--- config.mk ---
export PLATFORM = sky130hd
export DESIGN_NAME = reg_writeback
export DESIGN_NICKNAME = d
export VERILOG_FILES = /design/src/rtl/reg_writeback.sv
export SDC_FILE = /design/constraint.sdc
export NUM_CORES = 1
export LEC_CHECK = 0
export CAP_MARGIN = 20
export CORE_MARGIN = 5
export CORE_UTILIZATION = 44
export DETAILED_ROUTE_END_ITERATION = 8
export MAX_ROUTING_LAYER = met4
export PLACE_DENSITY = 0.81
export SLEW_MARGIN = 10
export SYNTH_ARGS = -nofsm -noshare
export SYNTH_HDL_FRONTEND = slang
export SYNTH_SLANG_ARGS = --single-unit
--- constraint.sdc ---
create_clock -name clk -period 4.2 [get_ports clk]
set_input_delay 0.42 -clock clk [delete_from_list [all_inputs] [get_ports clk]]
set_output_delay 0.42 -clock clk [all_outputs]
set_load 0.01 [all_outputs]
--- src/rtl/reg_writeback.sv ---
// ---------------------------------------------------------------------------
// reg_writeback
//
// Write-back stage register. It captures one execute-stage result (a y1
// channel write and a y2 channel write). When y1 is a load, it waits for the
// memory return. It then presents the committed write set for exactly one
// cycle to the register file and to the bypass muxes.
//
// Ports
//   clk, rst            : rising-edge clock, asynchronous active-high reset
//   ex_valid / ex_ready : execute-stage handshake (ex_ready is registered)
//   y1_channel[3:0]     : y1 target (0 none, 1-6 r1-r6, 7 cs, 8 ds, 9 flag,
//                         10 pc, 11 tpc, 12 ipc, 13 sp, 14 tlb, 15 sys)
//   y2_channel[1:0]     : y2 target (0 none, 1 flag, 2 sp, 3 none)
//   y1_data, y2_data    : result data
//   y1_is_load          : y1 data comes from mem_rdata instead of y1_data
//   mem_rvalid/mem_rdata: load return
//   flush               : discard any uncommitted result
//   sys_info[2]         : when set, writes to channel 14 (tlb) are dropped
//   back_y1_ch/data     : committed y1 write
//   back_y2_ch/data     : committed y2 write, channel expanded to 9 / 13
//   back_c[15:0]        : per-channel commit mask, bit 0 always 0
// ---------------------------------------------------------------------------
module reg_writeback (
    input  logic        clk,
    input  logic        rst,
    input  logic        ex_valid,
    output logic        ex_ready,
    input  logic [3:0]  y1_channel,
    input  logic [1:0]  y2_channel,
    input  logic [31:0] y1_data,
    input  logic [31:0] y2_data,
    input  logic        y1_is_load,
    input  logic        mem_rvalid,
    input  logic [31:0] mem_rdata,
    input  logic        flush,
    input  logic [31:0] sys_info,
    output logic [3:0]  back_y1_ch,
    output logic [31:0] back_y1_data,
    output logic [3:0]  back_y2_ch,
    output logic [31:0] back_y2_data,
    output logic [15:0] back_c
);

    typedef enum logic [1:0] {
        EMPTY    = 2'd0,
        WAIT_MEM = 2'd1,
        DRAIN    = 2'd2,
        HOLD     = 2'd3
    } state_t;

    state_t      state_q, state_d;
    logic        ex_ready_q, ex_ready_d;

    // Fields of a load that is waiting for its memory return.
    logic [3:0]  pend_y1_ch_q, pend_y1_ch_d;
    logic [3:0]  pend_y2_ch_q, pend_y2_ch_d;
    logic [31:0] pend_y2_data_q, pend_y2_data_d;

    // Registered commit outputs.
    logic [3:0]  back_y1_ch_q, back_y1_ch_d;
    logic [3:0]  back_y2_ch_q, back_y2_ch_d;
    logic [31:0] back_y1_data_q, back_y1_data_d;
    logic [31:0] back_y2_data_q, back_y2_data_d;
    logic [15:0] back_c_q, back_c_d;

    // Only sys_info[2] carries meaning here.
    logic        unused_sys_bits;
    assign unused_sys_bits = ^{sys_info[31:3], sys_info[1:0]};

    // ---------------------------------------------------------------------
    // Capture-time channel decode
    // ---------------------------------------------------------------------
    logic [3:0]  cap_y2_ch;
    logic [3:0]  cap_y1_ch;
    logic        cap_wait;
    logic [15:0] cap_mask;
    logic [15:0] pend_mask;

    always_comb begin
        cap_y2_ch = 4'd0;
        case (y2_channel)
            2'd1:    cap_y2_ch = 4'd9;
            2'd2:    cap_y2_ch = 4'd13;
            default: cap_y2_ch = 4'd0;
        endcase

        cap_y1_ch = y1_channel;
        // pc and sys are never written from here. tlb writes can be locked
        // out by sys_info[2].
        if (y1_channel == 4'd10 || y1_channel == 4'd15 ||
            (y1_channel == 4'd14 && sys_info[2])) begin
            cap_y1_ch = 4'd0;
        end
        // Same-channel conflict: y2 wins, the same priority as the bypass.
        if (cap_y1_ch == cap_y2_ch) begin
            cap_y1_ch = 4'd0;
        end
    end

    // A load waits for its memory return even when its y1 write was
    // suppressed. This consumes the return beat.
    assign cap_wait = y1_is_load && (y1_channel != 4'd0);

    // Commit masks: bit n is set when either write targets channel n.
    assign cap_mask[0]  = 1'b0;
    assign pend_mask[0] = 1'b0;
    generate
        for (genvar gi = 1; gi < 16; gi++) begin : g_mask
            assign cap_mask[gi]  = (cap_y1_ch == 4'(gi)) || (cap_y2_ch == 4'(gi));
            assign pend_mask[gi] = (pend_y1_ch_q == 4'(gi)) || (pend_y2_ch_q == 4'(gi));
        end
    endgenerate

    // ---------------------------------------------------------------------
    // Next-state logic
    // ---------------------------------------------------------------------
    always_comb begin
        state_d        = state_q;
        pend_y1_ch_d   = pend_y1_ch_q;
        pend_y2_ch_d   = pend_y2_ch_q;
        pend_y2_data_d = pend_y2_data_q;
        back_y1_ch_d   = 4'd0;
        back_y2_ch_d   = 4'd0;
        back_c_d       = 16'd0;
        back_y1_data_d = back_y1_data_q;
        back_y2_data_d = back_y2_data_q;

        case (state_q)
            EMPTY, HOLD: begin
                // flush also blocks capture. The HOLD commit already shown
                // this cycle is architectural and is not affected.
                if (ex_valid && !flush) begin
                    if (cap_wait) begin
                        state_d        = WAIT_MEM;
                        pend_y1_ch_d   = cap_y1_ch;
                        pend_y2_ch_d   = cap_y2_ch;
                        pend_y2_data_d = y2_data;
                    end else begin
                        state_d        = HOLD;
                        back_y1_ch_d   = cap_y1_ch;
                        back_y2_ch_d   = cap_y2_ch;
                        back_y1_data_d = y1_data;
                        back_y2_data_d = y2_data;
                        back_c_d       = cap_mask;
                    end
                end else begin
                    state_d = EMPTY;
                end
            end

            WAIT_MEM: begin
                if (mem_rvalid) begin
                    if (flush) begin
                        state_d = EMPTY;
                    end else begin
                        state_d        = HOLD;
                        back_y1_ch_d   = pend_y1_ch_q;
                        back_y2_ch_d   = pend_y2_ch_q;
                        back_y1_data_d = mem_rdata;
                        back_y2_data_d = pend_y2_data_q;
                        back_c_d       = pend_mask;
                    end
                end else if (flush) begin
                    // The load is still outstanding. Its return must be
                    // swallowed before new work is accepted.
                    state_d = DRAIN;
                end
            end

            DRAIN: begin
                if (mem_rvalid) begin
                    state_d = EMPTY;
                end
            end

            default: state_d = EMPTY;
        endcase

        ex_ready_d = (state_d == EMPTY) || (state_d == HOLD);
    end

    // ---------------------------------------------------------------------
    // State and output registers
    // ---------------------------------------------------------------------
    always_ff @(posedge clk or posedge rst) begin
        if (rst) begin
            state_q        <= EMPTY;
            ex_ready_q     <= 1'b1;
            pend_y1_ch_q   <= 4'd0;
            pend_y2_ch_q   <= 4'd0;
            pend_y2_data_q <= 32'd0;
            back_y1_ch_q   <= 4'd0;
            back_y2_ch_q   <= 4'd0;
            back_y1_data_q <= 32'd0;
            back_y2_data_q <= 32'd0;
            back_c_q       <= 16'd0;
        end else begin
            state_q        <= state_d;
            ex_ready_q     <= ex_ready_d;
            pend_y1_ch_q   <= pend_y1_ch_d;
            pend_y2_ch_q   <= pend_y2_ch_d;
            pend_y2_data_q <= pend_y2_data_d;
            back_y1_ch_q   <= back_y1_ch_d;
            back_y2_ch_q   <= back_y2_ch_d;
            back_y1_data_q <= back_y1_data_d;
            back_y2_data_q <= back_y2_data_d;
            back_c_q       <= back_c_d;
        end
    end

    assign ex_ready     = ex_ready_q;
    assign back_y1_ch   = back_y1_ch_q;
    assign back_y2_ch   = back_y2_ch_q;
    assign back_y1_data = back_y1_data_q;
    assign back_y2_data = back_y2_data_q;
    assign back_c       = back_c_q;

endmodule

## After elaboration in Yosys (flattened, before gate mapping)

Index checks and enable logic that the tools add are counted.

- Flip-flop bits (word level): 131
- Word-level logic and storage cells: 163
- Latch bits: 0
- Memories kept: 0
- Output and inout port bits: 89
- Bits in read-only memories: 0
- Bits of input ports: 140
- Bits in writable memories: 0

- Add/subtract/negate cells: 0
- $lt $le $gt $ge: 0
- Reductions and logical operators: 44
- Bitwise logic cells: 0
- $mul: 0
- Eq/ne operators: 74
- Shift operators: 0
- Multiplexer cells: 35
- Div/mod/pow operators: 0

Operators by type and width:

| kind | number |
|---|---|
| 2-to-1 mux 32 bit | 8 |
| equality test 4 bit, second input constant | 35 |
| case mux 32 bit (2 select lines) | 2 |
| equality test 4 x 3 -> 1 bit, second input constant | 16 |
| 2-to-1 mux 16 bit | 4 |
| 2-to-1 mux 4 bit | 10 |
| logical OR 1 bit | 33 |
| equality test 4 x 2 -> 1 bit, second input constant | 8 |
| case mux 16 bit (2 select lines) | 1 |
| case mux 4 bit (2 select lines) | 3 |
| equality test 4 x 1 -> 1 bit, second input constant | 4 |
| 2-to-1 mux 2 bit | 6 |
| equality test 2 bit, second input constant | 4 |
| != test 2 bit, second input constant | 4 |
| case mux 2 bit (3 select lines) | 1 |
| AND reduction 5 bit | 1 |
| equality test 2 x 1 -> 1 bit, second input constant | 2 |
| equality test 4 bit | 1 |
| logical NOT 2 bit | 2 |
| nonzero test 4 bit | 1 |
| logical AND 1 bit | 3 |
| AND reduction 3 bit | 1 |
| nonzero test 2 bit | 1 |
| OR reduction 2 bit | 1 |
| logical NOT 1 bit | 1 |

## Longest topological paths before layout

Gate-level depths: netlist of run 1.

- Word-level depth: 11
- Mapped depth: 10
- Mapped depth without buffers: 7

## Least setup slack after synthesis of run 1

No wires, ideal clock.

- Kind: input to register
- Start: in y1_channel[3]
- End: reg back_y1_data_q[18], in the netlist back_y1_data[18]
- Cell stages on the path: 9
- Library setup time: 132 ps
- Data required time: 4068 ps
- Path buffers: 4
- Data arrival time: 1774 ps
- Setup slack: 2294 ps
- Path through: buf_2 > o41ai_4 > nand3b_1 > a22o_1 > buf_2 > buf_6 > buf_6 > nand2_1 > o21ai_1

- Cells in the longest elaborated chain, start to end: 4

RTL lines:

| element | RTL line | source |
|---|---|---|
| from (decl) | 29 | `input logic [3:0] y1_channel,` |
| nonzero test 4 bit | 103 | `assign cap_wait = y1_is_load && (y1_channel != 4'd0);` |
| logical AND 1 bit | 103 |  |
| != test 2 bit (no source line) | n/a |  |
| AND reduction 5 bit (no source line) | n/a |  |
| to (signal assigned) | 206 | `back_y1_data_q <= back_y1_data_d;` |
| to (decl) | 63 | `logic [31:0] back_y1_data_q, back_y1_data_d;` |

Every way passes these cells.
A chain may end at the register's enable or synchronous reset.

## Worst setup path in the final report of run 1

- Start: in y1_channel[3]
- End: reg back_y2_data_q[30], in the netlist back_y2_data[30]

- Cells in the longest elaborated chain, start to end: 4

RTL lines:

| element | RTL line | source |
|---|---|---|
| nonzero test 4 bit | 103 |  |
| logical AND 1 bit | 103 |  |
| != test 2 bit (no source line) | n/a |  |
| AND reduction 5 bit (no source line) | n/a |  |
| to (signal assigned) | 207 | `back_y2_data_q <= back_y2_data_d;` |
| to (decl) | 64 | `logic [31:0] back_y2_data_q, back_y2_data_d;` |

Every way passes these cells.

==> results of run 1 <==
==> kinds of logic (layout without fill, tap and decap cells) <==
kind of cell	Yosys count	in the layout	share of synthesized area, %
DFF	126	126	53.47
buffers and inverters	55	243	4.390
other	1	2	0.06357
and+or+nand+nor	246	246	17.75
xor gates and xnor gates	1	1	0.1485
AOI/OAI and AO/OA	126	126	12.47
muxes	64	64	10.86
adders and majority gates	4	4	0.8484
==> critical path, delay by kind of cell <==
| kind | cells | cell delay, ns |
|---|---|---|
| buf+inv | 2 | 1.08 |
| compound gates | 3 | 1.17 |
| simple gates | 2 | 0.26 |
==> flip-flops by register name (all words and copies together), names as in the netlist, 2 cells and up <==
name	flops
back_y1_data	32
back_y2_data	32
pend_y2_data_q	32
back_c	15
back_y1_ch	4
pend_y1_ch_q	4
back_y2_ch	2
pend_y2_ch_q	2
state_q	2
==> through the flow <==
stage / area [sq um] / setup WS (ns) / utilization [%] / power [mW] / cells
6_report: 8543 / 1.441 / 64.77 / 5.915 / 988
5_1_grt: 8543 / 1.296 / 64.77 / 6.321 / 988
4_1_cts: 8516 / 1.504 / 64.56 / 5.970 / 987
3_5_place_dp: 7925 / 1.069 / 60.08 / 4.479 / 955
3_3_place_gp: 7925 / 1.166 / 60.08 / 4.367 / 955
2_1_floorplan: 5903 / 0.4257 / - / 3.435 / 624
==> layer usage <==
layer / vias up / track usage [%] / routed length, microns
met5: - / - / 0
met4: 0 / 7.697 / 405
li1: 2467 / - / -
met3: 34 / 6.647 / 1391
met1: 2413 / 26.18 / 6862
met2: 227 / 34.42 / 7836
==> synth_stat cells (3+ instances only) <==
master | instances | area share [%]
buf_4 | 4 | 0.51
o21a_1 | 3 | 0.38
buf_6 | 3 | 0.57
a31oi_1 | 3 | 0.32
ha_1 | 4 | 0.85
nand3b_1 | 6 | 0.76
clkbuf_1 | 27 | 1.7
dfrtp_1 | 125 | 53
a21oi_1 | 14 | 1.2
o22ai_1 | 4 | 0.42
nand2_1 | 180 | 11
o31ai_1 | 3 | 0.38
o21ai_0 | 60 | 5.1
o32ai_1 | 3 | 0.45
inv_1 | 8 | 0.51
nand2b_1 | 8 | 0.85
o21ai_1 | 20 | 1.7
nor2b_1 | 4 | 0.42
buf_2 | 11 | 0.93
nand3_1 | 6 | 0.51
nor3_1 | 5 | 0.42
nor2_1 | 20 | 1.3
nor4_1 | 3 | 0.32
mux2i_1 | 64 | 11
==> final cells by class <==
cell class	count	area share [%]
inverters	8	0.3808
multi-input cells	443	29.42
flip-flops and latches	126	36.92
repair buffers	203	23.78
clock buffers	21	5.272
clock inverters	11	1.640
well taps	176	2.578
==> power breakdown <==
| group | switching (mW) | internal [mW] |
|---|---|---|
| logic | 1.27 | 1.14 |
| registers | 0.293 | 1.75 |
| clock network | 0.525 | 0.946 |
==> worst min-delay path by stage <==
stage | startpoint | to | slack, ns | cells past startpoint
6_report | rst | back_y2_data[15] | 0.39 | 2
3_3_place_gp | pend_y2_data_q[8] | pend_y2_data_q[8] | 0.46 | 2
2_1_floorplan | pend_y2_data_q[0] | pend_y2_data_q[0] | 0.45 | 2
3_5_place_dp | pend_y2_data_q[9] | pend_y2_data_q[9] | 0.46 | 2
5_1_grt | rst | back_y2_data[15] | 0.42 | 2
4_1_cts | pend_y2_data_q[9] | pend_y2_data_q[9] | 0.48 | 2
==> out/results.tsv, run 1 <==
stage	metric	value	unit
status	status	finished clean	
grt	grt_usage	21.61	%
worst_setup_path	crit_path_end_kind	flop	
drt	antenna_left	0	
power	p_leak	3.689	nW
cts	postCtsHoldBufs	0	
grt	antenna_found_initial	0	
power	powerDensity	692.3	nW/um^2
floorplan	die_h	125.8	microns
cts	cts.repair.resized	0	
worst_setup_path	crit_type	primary input to flop	
worst_setup_path	cp_slowest_stage_delay	0.74	ns
sta	relSlewSlack	30.32	%
worst_setup_path	reg2reg_depth	7	
cells_and_area	nets	943	
yosys	ys.flop_type	dfrtp_1	
worst_setup_path	worstSetupEndpoint	back_y2_data[30]	
cells_and_area	fillers	1018	
floorplan	num_io_pins	229	
cts	clk_path_buf_depth	2	
yosys	ys_seq_area_share	53.47	%
yosys	syn_inst	623	
drt	viasPerCell	5.203	
cells_and_area	multi_input_area	2514	sq um
drt	wl	16500	microns
floorplan	rows	42	
drt	drc_errors	0	
cts	clkTransAtPathRegs	0.06	ns
worst_setup_path	crit_chain	clkdlybuf4s50_1 > o41ai_4 > nand3b_1 > a22o_4 > buf_4 > nand2_1 > o21ai_0	
placement	gp_congestion	0.9382	
cts	clock-sinks	126	
cells_and_area	final_common_cell	clkdlybuf4s50_1	
cts	cts_tree	done	
worst_setup_path	worst_path_max_delay_cell	clkdlybuf4s50_1	
cells_and_area	synthToLayoutAreaGrowth	44.81	%
sta	finalHoldViolCount	0	
yosys	synth-edff-count	0	
cts	h-tree-depth	4	
sta	fin_skew	0.007032	ns
sta	final-setup-viol-count	0	
placement	dp.final_hpwl	11690	microns
sta	finalCritPeriodShare	65.70	%
grt	grt_pass1_vias	5239	
drt	drtIter0Drc	425	
floorplan	start_util	44.73	%
worst_setup_path	worstPathRequired	4.44	ns
placement	port_buffers	195	
worst_setup_path	r2r_start	state_q[1]	
floorplan	core_area	13190	sq um
sta	fin_tns_setup	0	ns
cells_and_area	layout-drive-gt1-share	5.788	%
yosys	netlist_area	5899	sq um
grt	grt_max_degree	113	
drt	num_vias	5141	
yosys	synthArstFlopShare	100.0	%
cells_and_area	layout_common_cells	clkdlybuf4s50_1 (195), nand2_1 (180), dfrtp_1 (125)	
cells_and_area	diodes	0	
floorplan	die_w	125.8	microns
cts	cts_setup_buffers	0	
sta	rsz0062_at_grt	false	
sta	finalMaxSlewViolations	0	
yosys	avgSynthCellArea	9.469	sq um
power	ir_drop	0.0004975	V
job	maxCapViolCount	0	
sta	fmax	362.4	MHz
worst_setup_path	reg2reg_slack	1.74	ns
drt	avgRoutedWirePerCell	16.70	microns
yosys	synthDistinctLibCells	51	
floorplan	fp.dieArea	15820	sq um
worst_setup_path	critPathLaunch	y1_channel[3]	
worst_setup_path	arrival	3.00	ns
cts	root_buffer	clkbuf_16	
grt	grt_pass1_wl	27030	microns
sta	finalWorstPathRequiredPeriod	2.759	ns
worst_hold_path	hold_path_class	primary input to async pin	
drt	first_pass_iters	5	
yosys	ys_seq_elements	126	
worst_setup_path	cp-start-kind	primary input	
sta	whs	0.3861	ns
worst_setup_path	crit_fanout	112	
cts	clock_latency	0.41	ns
cts	cts_made_buffers	17	
grt	overflow	0	
worst_setup_path	worstReg2RegEnd	back_y2_data[23]	
yosys	synth_warnings	0	
cells_and_area	regArea	3154	sq um
sta	tightest_slew	1.045	ns
No activity file was read; power rests on OpenSTA's default activity.
==> run 2: changes to the inputs <==
==> constraint.sdc (replaced) <==
create_clock -name clk -period 2.75 [get_ports clk]
set_input_delay 0.275 -clock clk [delete_from_list [all_inputs] [get_ports clk]]
set_output_delay 0.275 -clock clk [all_outputs]
set_load 0.01 [all_outputs]
==> run 2 against run 1 <==
Against the previous run:
- non-clock buffer count grew 9
- count of clock-buffer cells in the layout grew 2
- setup slack lost 0.97 ns
- flip-flop and latch count is the same
- sequential power grew 53%
- hold slack lost 0.11 ns
- core utilization grew 0.61 points
- critical path depth shrank 1
- wire length shrank 0.33%
- via count grew 0.89%
- combinational power grew 57%
- sequential share of layout area shrank 0.34 points
==> out/results.tsv, run 2 (synthesis gave the netlist of run 1 again) <==
stage	metric	value	unit	change
sta	setup_ws	0.4742	ns	-0.9665 ns
cells_and_area	fin_area	8623	sq um	+0.94%
cells_and_area	layout-drive-gt1-share	6.471	%	+0.68 points
worst_hold_path	hold_path_class	primary input to async pin		
drt	first_pass_iters	5		unchanged
sta	finalCritPeriodShare	82.76	%	
drt	viasPerCell	5.208		about the same
sta	fin_tns_setup	0	ns	unchanged
sta	finalMaxSlewViolations	0		unchanged
sta	fin_skew	0.006724	ns	-0.0003083 ns
placement	dpl-instance-area	8064	sq um	+1.8%
worst_setup_path	path_delay_family	simple AND/OR/NAND/NOR gates		
cts	clkTransAtPathRegs	0.05	ns	about the same
power	powerDensity	1048	nW/um^2	+51%
power	pwr-share-seq	34.6	%	about the same
power	p_switching	3.172	mW	+52%
placement	port_buffers	195		unchanged
placement	dp_slack	0.3526	ns	-0.7164 ns
cts	postCtsHoldBufs	0		unchanged
power	p_leak	3.732	nW	+1.2%
cts	h-tree-depth	4		unchanged
sta	fmax	439.4	MHz	
cts	cts_made_buffers	17		unchanged
grt	grt_usage	21.94	%	+0.33 points
worst_setup_path	worst_path_max_delay_cell	nor2_2		
worst_setup_path	critPathBufInv	2		unchanged
drt	antenna_left	0		unchanged
worst_setup_path	reg2reg_depth	6		-1
cts	cts_tree	done		
cts	root_buffer	clkbuf_16		
grt	grt_pass1_vias	5409		+3.2%
cts	clock_latency	0.42	ns	about the same
status	status	finished clean		
drt	top_layer	met4		
drt	routed-wl-met3	1459	microns	+4.9%
worst_setup_path	crit_path_end_kind	flop		
floorplan	start_util	44.73	%	unchanged
floorplan	num_io_pins	229		unchanged
sta	final-setup-viol-count	0		unchanged
floorplan	fp.dieArea	15820	sq um	unchanged
cts	cts_setup_buffers	0		unchanged
grt	grt_max_degree	59		-48%
cells_and_area	final_common_cell	clkdlybuf4s50_1		
floorplan	die_h	125.8	microns	unchanged
floorplan	core_area	13190	sq um	unchanged
worst_setup_path	cp-start-kind	flop		
power	ir_drop	0.0005533	V	+11%
worst_setup_path	cp_slowest_stage_delay	0.56	ns	-0.18 ns
floorplan	die_w	125.8	microns	unchanged
power	netSwitchingFraction	35.11	%	-0.16 points
cells_and_area	nets	952		+0.95%
drt	num_vias	5187		+0.89%
worst_setup_path	crit_chain	inv_1 > ha_1 > nand3b_1 > nor2_2 > buf_4 > o21ai_0		
sta	finalHoldViolCount	0		unchanged
floorplan	rows	42		unchanged
drt	avgRoutedWirePerCell	16.51	microns	-1.1%
sta	relSlewSlack	46.62	%	+16 points
worst_setup_path	crit_type	flop to flop		
sta	finalWorstPathRequiredPeriod	2.276	ns	
drt	drtIter0Drc	327		-23%
cts	clk_path_buf_depth	2		unchanged
power	p_int	5.862	mW	+53%
placement	dp.final_hpwl	12140	microns	+3.8%
cts	cts.repair.resized	0		unchanged
drt	met1_length	6624	microns	-3.5%
grt	overflow	0		unchanged
power	p_clk_share	23.5	%	-1.4 points
grt	antenna_found_initial	1		+1
worst_setup_path	r2r_start	state_q[0]		
cells_and_area	fillers	1026		+0.79%
worst_setup_path	arrival	2.56	ns	-0.44 ns
sta	tightest_slew	0.8007	ns	-0.2446 ns
worst_setup_path	reg2reg_slack	0.47	ns	-1.27 ns
drt	dr_wl_met2	7934	microns	+1.3%
cells_and_area	layout_common_cells	clkdlybuf4s50_1 (195), nand2_1 (180), dfrtp_1 (125)		
sta	whs	0.2758	ns	-0.1102 ns
grt	grt_pass1_wl	27150	microns	+0.43%
worst_setup_path	crit_fanout	20		-82%
placement	gp_congestion	0.9639		+2.7%
sta	rsz0062_at_grt	false		
worst_setup_path	worstReg2RegEnd	pend_y2_ch_q[2]		
cells_and_area	synthToLayoutAreaGrowth	46.17	%	
power	power_frac_comb	41.9	%	+1.2 points
drt	drc_errors	0		unchanged
worst_setup_path	worstPathRequired	3.03	ns	-1.41 ns
cts	clock-sinks	126		unchanged
drt	wl	16440	microns	-0.33%
cells_and_area	final_util	65.38	%	+0.61 points
job	maxCapViolCount	0		unchanged
-- run 2: cell count changes in the layout (fill, tap and decap cells not counted), sizes merged --
| cell | change |
|---|---|
| bufinv | -1 |
| clkinv | -1 |
| clkbuf | +2 |
| buf | +9 |
| inv | -2 |
| diode | +1 |
-- run 2: stage by stage --
step,power [mW],instances
4_1_cts,9.138,995
3_3_place_gp,6.786,965
3_5_place_dp,6.978,965
2_1_floorplan,5.247,624
5_1_grt,9.680,996
6_report,9.034,996
-- run 2: worst max-delay path by stage --
stage                              from               end  slack, ns  cells past startpoint
after floorplan                     rst        back_c[10]       0.92                      1
after global routing         state_q[0]   pend_y2_ch_q[2]       0.26                      7
final                        state_q[0]   pend_y2_ch_q[2]       0.47                      6
after CTS                    state_q[0]   pend_y2_ch_q[2]       0.43                      6
after global placement    y1_channel[0]         back_c[2]       0.34                      7
after detailed placement  y1_channel[0]  back_y1_data[22]       0.35                      7
-- run 2: final cells by class --
class	count	area [sq um]	area share, %
antenna	1	2.502	0.02902
clock buffer	23	467.9	5.427
clock inverter	7	88.84	1.030
inverter	8	33.78	0.3918
multi-input combinational	443	2514	29.15
sequential	126	3154	36.58
tap	176	220.2	2.554
timing repair buffer	212	2142	24.84
-- run 2: worst register-to-register path, delay by kind of cell, from the launching register on --
kind            cells  cell delay [ns]
simple gates        2             0.77
fa+ha+maj           1             0.39
compound gates      1             0.13
buf+inv             2             0.44
flops               1             0.41
-- run 2: layer usage --
metal / track usage, % / up-vias
met1: 25.56 / 2443
met3: 7.028 / 29
met2: 35.49 / 237
li1: - / 2478
met4: 8.644 / 0
met5: - / -
-- run 2: power by group through the flow --
stage          clock (mW)  combinational [mW]  sequential [mW]
2_1_floorplan           0                1.97             3.28
3_3_place_gp            0                3.68             3.10
3_5_place_dp            0                3.83             3.15
4_1_cts              2.17                3.84             3.13
5_1_grt              2.26                4.19             3.23
6_report             2.12                3.78             3.13
==> run 3: changes to the inputs <==
--- a/config.mk
+++ b/config.mk
@@ -7,10 +7,10 @@
 export LEC_CHECK = 0
 export CAP_MARGIN = 20
 export CORE_MARGIN = 5
-export CORE_UTILIZATION = 44
+export CORE_UTILIZATION = 40
 export DETAILED_ROUTE_END_ITERATION = 8
 export MAX_ROUTING_LAYER = met4
-export PLACE_DENSITY = 0.81
+export PLACE_DENSITY = 0.77
 export SLEW_MARGIN = 10
 export SYNTH_ARGS = -nofsm -noshare
 export SYNTH_HDL_FRONTEND = slang
==> constraint.sdc (replaced) <==
create_clock -name clk -period 2.05 [get_ports clk]
set_input_delay 0.205 -clock clk [delete_from_list [all_inputs] [get_ports clk]]
set_output_delay 0.205 -clock clk [all_outputs]
set_load 0.01 [all_outputs]
==> run 3 against run 2 <==
Against the previous run:
- first-iteration DRC count grew 20%
- global-route usage shrank 2.5 points
- power grew 38%
- critical path depth grew 2
- hold slack lost 0.14 ns
- wire length shrank 3.0%
- largest power group unchanged
- highest routed layer unchanged
==> out/results.tsv, run 3 (synthesis gave the netlist of run 1 again) <==
stage	metric	value	unit	change
status	status	finished clean		
grt	grt_pass1_vias	5102		-5.7%
cts	clk_path_buf_depth	2		unchanged
floorplan	rows	44		+4.8%
sta	rsz0062_at_grt	false		
drt	drtIter0Drc	391		+20%
grt	grt_max_degree	70		+19%
worst_hold_path	hold_path_class	primary input to async pin		
grt	grt_pass1_wl	26700	microns	-1.7%
worst_setup_path	crit_fanout	69		+250%
cts	cts_tree	done		
drt	viasPerCell	4.983		-4.3%
cells_and_area	layout_common_cells	clkdlybuf4s50_1 (195), nand2_1 (180), dfrtp_1 (125)		
cells_and_area	nets	980		+2.9%
sta	final-setup-viol-count	0		unchanged
worst_setup_path	r2r_start	state_q[1]		
grt	overflow	0		unchanged
cts	root_buffer	clkbuf_16		
drt	num_vias	5147		-0.77%
sta	fmax	530.6	MHz	+21%
floorplan	die_w	131.4	microns	+4.5%
grt	grt_usage	19.48	%	-2.5 points
floorplan	start_util	40.74	%	-4.0 points
job	maxCapViolCount	0		unchanged
cts	clock-sinks	126		unchanged
worst_setup_path	crit_type	flop to flop		
cts	clkTransAtPathRegs	0.06	ns	about the same
cells_and_area	final_common_cell	clkdlybuf4s50_1		
floorplan	die_h	131.4	microns	+4.5%
placement	dp.final_hpwl	12030	microns	-0.89%
floorplan	num_io_pins	229		unchanged
cts	h-tree-depth	4		unchanged
drt	wl	15950	microns	-3.0%
worst_setup_path	worstPathRequired	2.32	ns	-0.71 ns
floorplan	core_area	14480	sq um	+9.8%
cts	cts.repair.resized	0		unchanged
worst_setup_path	reg2reg_depth	8		+2
grt	antenna_found_initial	0		-1
placement	dpl-instance-area	8309	sq um	+3.0%
placement	gp_congestion	1.004		+4.2%
sta	finalWorstPathRequiredPeriod	1.885	ns	-0.3911 ns
cells_and_area	layout-drive-gt1-share	10.01	%	+3.5 points
sta	finalMaxSlewViolations	0		unchanged
worst_setup_path	worstReg2RegEnd	back_y1_data[4]		
sta	finalHoldViolCount	0		unchanged
cts	postCtsHoldBufs	0		unchanged
sta	fin_skew	0.01045	ns	+0.003727 ns
sta	setup_ws	0.1653	ns	-0.3089 ns
cts	cts_made_buffers	17		unchanged
floorplan	fp.dieArea	17280	sq um	+9.2%
placement	port_buffers	195		unchanged
drt	avgRoutedWirePerCell	15.44	microns	-6.4%
drt	first_pass_iters	5		unchanged
cts	clock_latency	0.41	ns	about the same
cells_and_area	synthToLayoutAreaGrowth	51.54	%	
worst_setup_path	crit_path_end_kind	flop		
drt	antenna_left	0		unchanged
power	p_leak	3.896	nW	+4.4%
worst_setup_path	reg2reg_slack	0.17	ns	-0.31 ns
power	powerDensity	1396	nW/um^2	+33%
cells_and_area	diodes	0		-1
drt	drc_errors	0		unchanged
worst_setup_path	cp-start-kind	flop		
cells_and_area	fin_area	8940	sq um	+3.7%
cts	cts_setup_buffers	0		unchanged
placement	dp_slack	-0.1250	ns	-0.4775 ns
worst_setup_path	arrival	2.16	ns	-0.40 ns
power	ir_drop	0.0007451	V	+35%
sta	finalCritPeriodShare	91.94	%	+9.2 points
-- run 3: where the power goes --
group / switching, mW / internal [mW] / leakage, nW
sequential: 0.583 / 3.57 / 1.59
combinational: 2.61 / 2.55 / 2.00
clock: 1.08 / 2.08 / 0.302
-- run 3: per-layer routing --
metal	wire (microns)	share of wire [%]	GRT usage, %
met5	0	0	-
met4	156	0.98	5.714
met3	1214	7.6	6.193
met2	7547	47	29.94
met1	7034	44	24.85
-- run 3: worst max-delay path by stage --
stage | from | end | depth (start not counted)
floorplan | state_q[1] | back_c[1] | 7
global placement | y1_channel[0] | back_y1_data[10] | 7
finish | state_q[1] | back_y1_data[4] | 8
global route | state_q[1] | back_y1_data[9] | 8
CTS | state_q[1] | back_y1_data[4] | 8
detailed placement | y2_channel[0] | back_y1_ch[2] | 8
-- run 3: cell type report --
cell class              instances  area (sq um)
inverters                       8         33.78
fillers                      1238          5539
repair buffers                240          2377
flip-flops and latches        126          3154
well taps                     184         230.2
clock buffers                  20         446.7
clock inverters                12         183.9
multi-input cells             443          2514
-- run 3: metrics by stage --
stage	TNS [ns]	std cells	power, mW	hold slack, ns	util [%]
3_5_place_dp	-5.190	1001	9.447	0.4621	57.39
3_3_place_gp	-4.918	1001	9.266	0.4564	57.39
6_report	0	1033	12.48	0.1391	61.74
5_1_grt	0	1033	13.42	0.1437	61.74
2_1_floorplan	0	624	7.039	0.3104	-
4_1_cts	0	1033	12.68	0.1287	61.74
-- run 3: worst max-delay path: stages (launching register included) --
cell,delay (ns)
dfrtp_1,0.40
inv_1,0.10
ha_4,0.19
nor2b_1,0.19
nand2_1,0.17
a22o_4,0.30
buf_12,0.19
nand2_1,0.09
o21ai_0,0.08
